<file path="src/rtl/mem_access_pkg.sv">
// Shared types for the data-memory access unit: size codes, FSM state and
// the data-bus request/response records.
package mem_access_pkg;

  localparam logic [2:0] MSIZE1 = 3'd0;
  localparam logic [2:0] MSIZE2 = 3'd1;
  localparam logic [2:0] MSIZE4 = 3'd2;
  localparam logic [2:0] MSIZE8 = 3'd3;

  typedef enum logic [1:0] {
    S_IDLE,
    S_REQ,
    S_WAIT,
    S_DONE
  } mem_state_t;

  typedef struct packed {
    logic        valid;
    logic [63:0] addr;
    logic [2:0]  size;
    logic [7:0]  strobe;
    logic [63:0] data;
  } dbus_req_t;

  typedef struct packed {
    logic        addr_ok;
    logic        data_ok;
    logic [63:0] data;
  } dbus_resp_t;

  // Sizes above a dword are treated as misaligned so they never reach the bus.
  function automatic logic is_misaligned(input logic [2:0] addr_lo, input logic [2:0] msize);
    logic mis;
    case (msize)
      MSIZE1:  mis = 1'b0;
      MSIZE2:  mis = addr_lo[0];
      MSIZE4:  mis = |addr_lo[1:0];
      MSIZE8:  mis = |addr_lo;
      default: mis = 1'b1;
    endcase
    return mis;
  endfunction

endpackage

</file>
<file path="src/rtl/mem_access_if.sv">
// Data-bus handshake between the access unit (master) and memory (slave).
interface mem_access_if;
  import mem_access_pkg::*;

  dbus_req_t  req;
  dbus_resp_t resp;

  modport master (output req, input resp);
  modport slave  (input req, output resp);
endinterface

</file>
<file path="src/rtl/mem_access_strobe_gen.sv">
// Byte-lane strobe, lane-shifted store data and alignment check for one op.
module mem_strobe_gen
  import mem_access_pkg::*;
(
  input  logic [2:0]  addr_lo,
  input  logic [2:0]  msize,
  input  logic        write,
  input  logic [63:0] wdata,
  output logic [7:0]  strobe,
  output logic [63:0] data,
  output logic        misalign
);

  always_comb begin
    strobe = 8'h00;
    if (write) begin
      case (msize)
        MSIZE1:  strobe = 8'h01 << addr_lo;
        MSIZE2:  strobe = 8'h03 << {addr_lo[2:1], 1'b0};
        MSIZE4:  strobe = 8'h0F << {addr_lo[2], 2'b00};
        MSIZE8:  strobe = 8'hFF;
        default: strobe = 8'h00;
      endcase
    end
  end

  assign data     = wdata << {addr_lo, 3'b000};
  assign misalign = is_misaligned(addr_lo, msize);

endmodule

</file>
<file path="src/rtl/mem_access.sv">
// Sequential load/store unit: runs the data-bus handshake, stalls the core
// and hands the raw load word plus its lane info to the extractor.
module mem_access
  import mem_access_pkg::*;
#(
  parameter int ADDR_W = 64,
  parameter int DATA_W = 64
) (
  input  logic              clk,
  input  logic              resetn,
  input  logic              req_valid,
  input  logic              req_write,
  input  logic [ADDR_W-1:0] req_addr,
  input  logic [2:0]        req_msize,
  input  logic              req_unsigned,
  input  logic [DATA_W-1:0] req_wdata,
  mem_access_if.master      dbus,
  output logic [DATA_W-1:0] ld_raw,
  output logic [2:0]        ld_addr,
  output logic [2:0]        ld_msize,
  output logic              ld_unsigned,
  output logic              done,
  output logic              misalign,
  output logic              stall
);

  mem_state_t        state_q, state_d;
  logic [ADDR_W-1:0] addr_q, addr_d;
  logic [2:0]        msize_q, msize_d;
  logic              write_q, write_d;
  logic              uns_q, uns_d;
  logic [7:0]        strobe_q, strobe_d;
  logic [DATA_W-1:0] wdata_q, wdata_d;
  logic [DATA_W-1:0] ld_raw_q, ld_raw_d;
  logic              dreq_valid_q, dreq_valid_d;
  logic              done_q, done_d;
  logic              misalign_q, misalign_d;

  logic [7:0]        gen_strobe;
  logic [DATA_W-1:0] gen_data;
  logic              gen_misalign;

  // Lane shaping is done on the incoming request so the bus fields are flops.
  mem_strobe_gen u_strobe_gen (
    .addr_lo  (req_addr[2:0]),
    .msize    (req_msize),
    .write    (req_write),
    .wdata    (req_wdata),
    .strobe   (gen_strobe),
    .data     (gen_data),
    .misalign (gen_misalign)
  );

  always_comb begin
    state_d      = state_q;
    addr_d       = addr_q;
    msize_d      = msize_q;
    write_d      = write_q;
    uns_d        = uns_q;
    strobe_d     = strobe_q;
    wdata_d      = wdata_q;
    ld_raw_d     = ld_raw_q;
    dreq_valid_d = 1'b0;
    done_d       = 1'b0;
    misalign_d   = 1'b0;
    case (state_q)
      S_IDLE: begin
        if (req_valid) begin
          addr_d   = req_addr;
          msize_d  = req_msize;
          write_d  = req_write;
          uns_d    = req_unsigned;
          strobe_d = gen_strobe;
          wdata_d  = gen_data;
          if (gen_misalign) begin
            state_d    = S_DONE;
            done_d     = 1'b1;
            misalign_d = 1'b1;
          end else begin
            state_d      = S_REQ;
            dreq_valid_d = 1'b1;
          end
        end
      end
      S_REQ: begin
        if (dbus.resp.addr_ok) begin
          if (dbus.resp.data_ok) begin
            if (!write_q) ld_raw_d = dbus.resp.data;
            state_d = S_DONE;
            done_d  = 1'b1;
          end else begin
            state_d = S_WAIT;
          end
        end else begin
          dreq_valid_d = 1'b1;
        end
      end
      S_WAIT: begin
        if (dbus.resp.data_ok) begin
          if (!write_q) ld_raw_d = dbus.resp.data;
          state_d = S_DONE;
          done_d  = 1'b1;
        end
      end
      default: state_d = S_IDLE;
    endcase
  end

  always_ff @(posedge clk or negedge resetn) begin
    if (!resetn) begin
      state_q      <= S_IDLE;
      addr_q       <= '0;
      msize_q      <= '0;
      write_q      <= 1'b0;
      uns_q        <= 1'b0;
      strobe_q     <= '0;
      wdata_q      <= '0;
      ld_raw_q     <= '0;
      dreq_valid_q <= 1'b0;
      done_q       <= 1'b0;
      misalign_q   <= 1'b0;
    end else begin
      state_q      <= state_d;
      addr_q       <= addr_d;
      msize_q      <= msize_d;
      write_q      <= write_d;
      uns_q        <= uns_d;
      strobe_q     <= strobe_d;
      wdata_q      <= wdata_d;
      ld_raw_q     <= ld_raw_d;
      dreq_valid_q <= dreq_valid_d;
      done_q       <= done_d;
      misalign_q   <= misalign_d;
    end
  end

  assign dbus.req = '{valid: dreq_valid_q, addr: addr_q, size: msize_q,
                      strobe: strobe_q, data: wdata_q};

  assign ld_raw      = ld_raw_q;
  assign ld_addr     = addr_q[2:0];
  assign ld_msize    = msize_q;
  assign ld_unsigned = uns_q;
  assign done        = done_q;
  assign misalign    = misalign_q;
  assign stall       = ((state_q == S_IDLE) && req_valid) ||
                       (state_q == S_REQ) || (state_q == S_WAIT);

endmodule

</file>
<file path="src/flat_wrapper.sv">
// flat-port wrapper written by rule: the top's interface ports become plain ports
module mem_access_flat import mem_access_pkg::*;
#(
  parameter int ADDR_W = 64,
  parameter int DATA_W = 64
)
  (clk, resetn, req_valid, req_write, req_addr, req_msize, req_unsigned, req_wdata, ld_raw, ld_addr, ld_msize, ld_unsigned, done, misalign, stall, dbus_req, dbus_resp);
  mem_access_if dbus_i ();
  input  logic clk;
  input  logic resetn;
  input  logic req_valid;
  input  logic req_write;
  input  logic [ADDR_W-1:0] req_addr;
  input  logic [2:0] req_msize;
  input  logic req_unsigned;
  input  logic [DATA_W-1:0] req_wdata;
  output logic [DATA_W-1:0] ld_raw;
  output logic [2:0] ld_addr;
  output logic [2:0] ld_msize;
  output logic ld_unsigned;
  output logic done;
  output logic misalign;
  output logic stall;
  output wire logic [$bits(dbus_i.req)-1:0] dbus_req;
  input wire logic [$bits(dbus_i.resp)-1:0] dbus_resp;
  assign dbus_req = dbus_i.req;
  assign dbus_i.resp = dbus_resp;
  mem_access #(.ADDR_W(ADDR_W), .DATA_W(DATA_W)) u_core (.clk(clk), .resetn(resetn), .req_valid(req_valid), .req_write(req_write), .req_addr(req_addr), .req_msize(req_msize), .req_unsigned(req_unsigned), .req_wdata(req_wdata), .dbus(dbus_i), .ld_raw(ld_raw), .ld_addr(ld_addr), .ld_msize(ld_msize), .ld_unsigned(ld_unsigned), .done(done), .misalign(misalign), .stall(stall));
endmodule
</file>
<file path="config.mk">
export PLATFORM = sky130hd
export DESIGN_NAME = mem_access_flat
export DESIGN_NICKNAME = d
export VERILOG_FILES = /design/src/rtl/mem_access_pkg.sv /design/src/rtl/mem_access_if.sv /design/src/rtl/mem_access_strobe_gen.sv /design/src/rtl/mem_access.sv /design/src/flat_wrapper.sv
export SDC_FILE = /design/constraint.sdc
export NUM_CORES = 1
export LEC_CHECK = 0
export BUFFER_PORTS_ARGS = -buffer_cell sky130_fd_sc_hd__buf_4
export CORE_AREA = 8 8 156 158
export DETAILED_ROUTE_END_ITERATION = 12
export DIE_AREA = 0 0 164 166
export PLACE_DENSITY = 0.74
export SLEW_MARGIN = 5
export SYNTH_ARGS = -nofsm -noshare
export SYNTH_HDL_FRONTEND = slang
export SYNTH_SLANG_ARGS = --single-unit
</file>
<file path="constraint.sdc">
create_clock -name clk -period 2.5 [get_ports clk]
set_input_delay 0.5 -clock clk [delete_from_list [all_inputs] [get_ports clk]]
set_output_delay 0.5 -clock clk [all_outputs]
set_load 0.01 [all_outputs]
</file>
==> flow_summary.toml <==
[outcome]
status = "finished clean"

[logic_synthesis]
yosysSeqAreaShare = 0.555
synth_top_flop_cell = "dfrtp_1"
syn_nets = 1036
avgSynthCellArea_sq_um = 11.4
synth-seq-cells = 210
yosys.cell_types.count = 43
synth_top_area_share = 0.555
yosysMostFrequentCell = "nand2_1"
synth_top_cell_by_area = "dfrtp_1"
netlist_area_sq_mm = 0.00947
ys_top_cells_by_area = "dfrtp_1 (55%), nand2_1 (9.6%), mux2_2 (9.4%), mux4_2 (4.5%), mux2i_1 (2.4%)"
synthCells = 830
synth-warning-count = 0
async_reset_ff_frac = 1.00
synth_edf_count = 0
synthTopCellsByCount = "nand2_1 (242), dfrtp_1 (210), mux2_2 (79), clkbuf_1 (25), o21ai_0 (24)"

[critical_path]
critPathArrivalTime_ns = 1.89
critPathCaptureType = "primary output"
critPathMaxFanout = 6
cp.required_ns = 2.00
critPathKind = "register to primary output"
crit_path_start_kind = "register"

[cells_and_area]
syn_to_final_growth_pct = 43.2
final-seq-area_sq_mm = 0.00526
fillCellCount = 1824
layout-drive-gt1-share = 0.464
multiInputGateArea_sq_mm = 0.00386
finalNetCount = 1426

[die]
dieWidth_um = 164
io_pins = 416
coreArea_sq_mm = 0.0221
start_util = 0.429
rows = 55
fp.dieH_um = 166
die_area_sq_mm = 0.0272

[detailed_routing]
wirelength_um = 33800
wl_per_cell_um = 22.2
drc = 0
ant_nets = 0
drt_pass1_iterations = 5
drt_iter0_markers = 608
vias = 8117
vias_per_cell = 5.34

[clock_tree]
cts_made_buffers = 23
htree_num_levels = 1
insertion_delay_ns = 0.50
cts_buffer_depth = 3
clk_pin_slew_ns = 0.06
cts-root-buf = "clkbuf_16"
tritoncts = "built"
clock_sinks = 210

[timing]
max_freq_mhz = 418
worst-slew-pin-transition_ns = 0.893
min_period_ns = 2.39
finalCritPeriodShare = 0.957
hold_viol_final = 0
setup_viol = 0
clock_skew_ns = 0.00834
maxSlewHeadroom = 0.402
maxSlewViolCount = 0
rsz0062_at_grt = "false"
setup_tns_ns = 0

[global_routing]
grt_overflow_total = 0
grt_pass1_vias = 8305
grt_start_max_net_pins = 155
grt_usage = 0.239
antenna_found_initial = 2
grt_first_pass_wirelength_um = 50800

[place]
portBuffers = 415
dp_hpwl_um = 25500
place.gp.congestion = 0.919

[min_path]
hold_class = "primary input to register"

[power]
power_uw = 16500
vdd_drop_max_mv = 0.657
leakagePower_uw = 0.00682
p_per_area_mw_per_mm2 = 1220

[job]
maxCapViolations = 0
## worst paths after layout
check	startpoint	endpoint	slack, ns	depth (start not counted)
max	u_core.state_q[0]	stall	0.11	5
min	req_addr[63]	u_core.addr_q[63]	0.18	3
max reg2reg	u_core.state_q[0]	u_core.wdata_q[61]	0.35	6
min reg2reg	u_core.addr_q[20]	u_core.addr_q[20]	0.47	2
max in group asynchronous	resetn	u_core.addr_q[44]	1.30	3
min in group asynchronous	resetn	u_core.wdata_q[4]	0.51	2
## stage by stage
stage	util	hold WS [ns]	setup slack [ns]	cells	area (sq um)
6_report	0.614	0.178	0.108	1521	13600
5_1_grt	0.614	0.160	0.0325	1521	13600
4_1_cts	0.614	0.158	0.0775	1520	13600
2_1_floorplan	-	0.204	0.525	830	9470
3_5_place_dp	0.578	0.463	0.327	1477	12800
3_3_place_gp	0.578	0.459	0.367	1477	12800
## cell families (layout without fill, tap and decap cells)
| family | Yosys count | after routing | share of synthesized area |
|---|---|---|---|
| fa+ha+maj | 4 | 4 | 0.00528 |
| buf+inv | 70 | 474 | 0.0399 |
| mux | 132 | 132 | 0.178 |
| simple gates | 279 | 280 | 0.118 |
| other cells | 0 | 1 | 0 |
| compound gates | 135 | 135 | 0.103 |
| flops | 210 | 210 | 0.555 |
## report_power, final
| group | internal [uW] | total (uW) | switching [uW] |
|---|---|---|---|
| Clock | 2070 | 3430 | 1360 |
| Sequential | 5010 | 5970 | 960 |
| Combinational | 3660 | 7140 | 3470 |
| Total | 10700 | 16500 | 5790 |
## state kept, by name, summed over array words and instances (netlist names), 2 cells and up
register and count:
u_core.wdata_q 64, u_core.strobe_q 8, u_core.state_q 2, u_core.addr_q 64, u_core.ld_msize 3, u_core.ld_raw 64
## per-layer routing
layer  up-vias  part of all wire  GRT usage
met1      3958              0.38      0.299
met5         -                 0          0
met3        69              0.10     0.0719
li1       3673                 -          -
met2       417              0.48      0.386
met4         0             0.033     0.0834
## critical path, cell delays in order (launching register included)
cell and delay [ns]:
dfrtp_1 0.40, inv_1 0.09, ha_2 0.26, and2_4 0.18, or3_1 0.31, buf_4 0.16
## layout make-up
| cell class | count | share of cell area |
|---|---|---|
| Antenna cell | 1 | 0.000185 |
| Clock buffer | 32 | 0.0494 |
| Clock inverter | 8 | 0.00720 |
| Inverter | 6 | 0.00166 |
| Multi-Input combinational cell | 551 | 0.285 |
| Sequential cell | 210 | 0.388 |
| Tap cell | 285 | 0.0263 |
| Timing Repair Buffer | 428 | 0.243 |
## repair_timing
item                                   in CTS  in global routing
gates resized for setup                     1                  0
setup endpoints to repair                   1                  0
hold buffers                                1                  0
buffers inserted                            1                  0
endpoints found under the hold margin      46                  0
## cells in the final DEF, fill, tap and decap left out, types with 2 or more instances in the layout
cell type,synthesis,layout
clkbuf_8,0,7
nand2_1,242,241
mux2_2,79,79
bufinv_16,0,2
a22o_1,16,16
ha_1,4,3
o22ai_1,8,8
clkbuf_16,0,23
mux4_2,19,19
and3_1,4,4
buf_4,9,420
o21ai_1,3,3
nor2b_1,8,8
a2bb2oi_1,2,2
nand2b_1,5,5
o21a_1,9,9
inv_1,5,5
o21ai_0,24,24
a221o_1,16,16
a22oi_1,19,19
clkinv_2,0,4
clkbuf_1,25,3
o41ai_1,2,2
dfrtp_1,210,210
o221ai_1,9,9
mux2i_1,23,23
o31ai_1,10,10
mux2_1,9,9
a21oi_1,14,14
nor2_1,12,12
buf_12,1,6
Note: power is estimated with default switching activity, not from simulation.
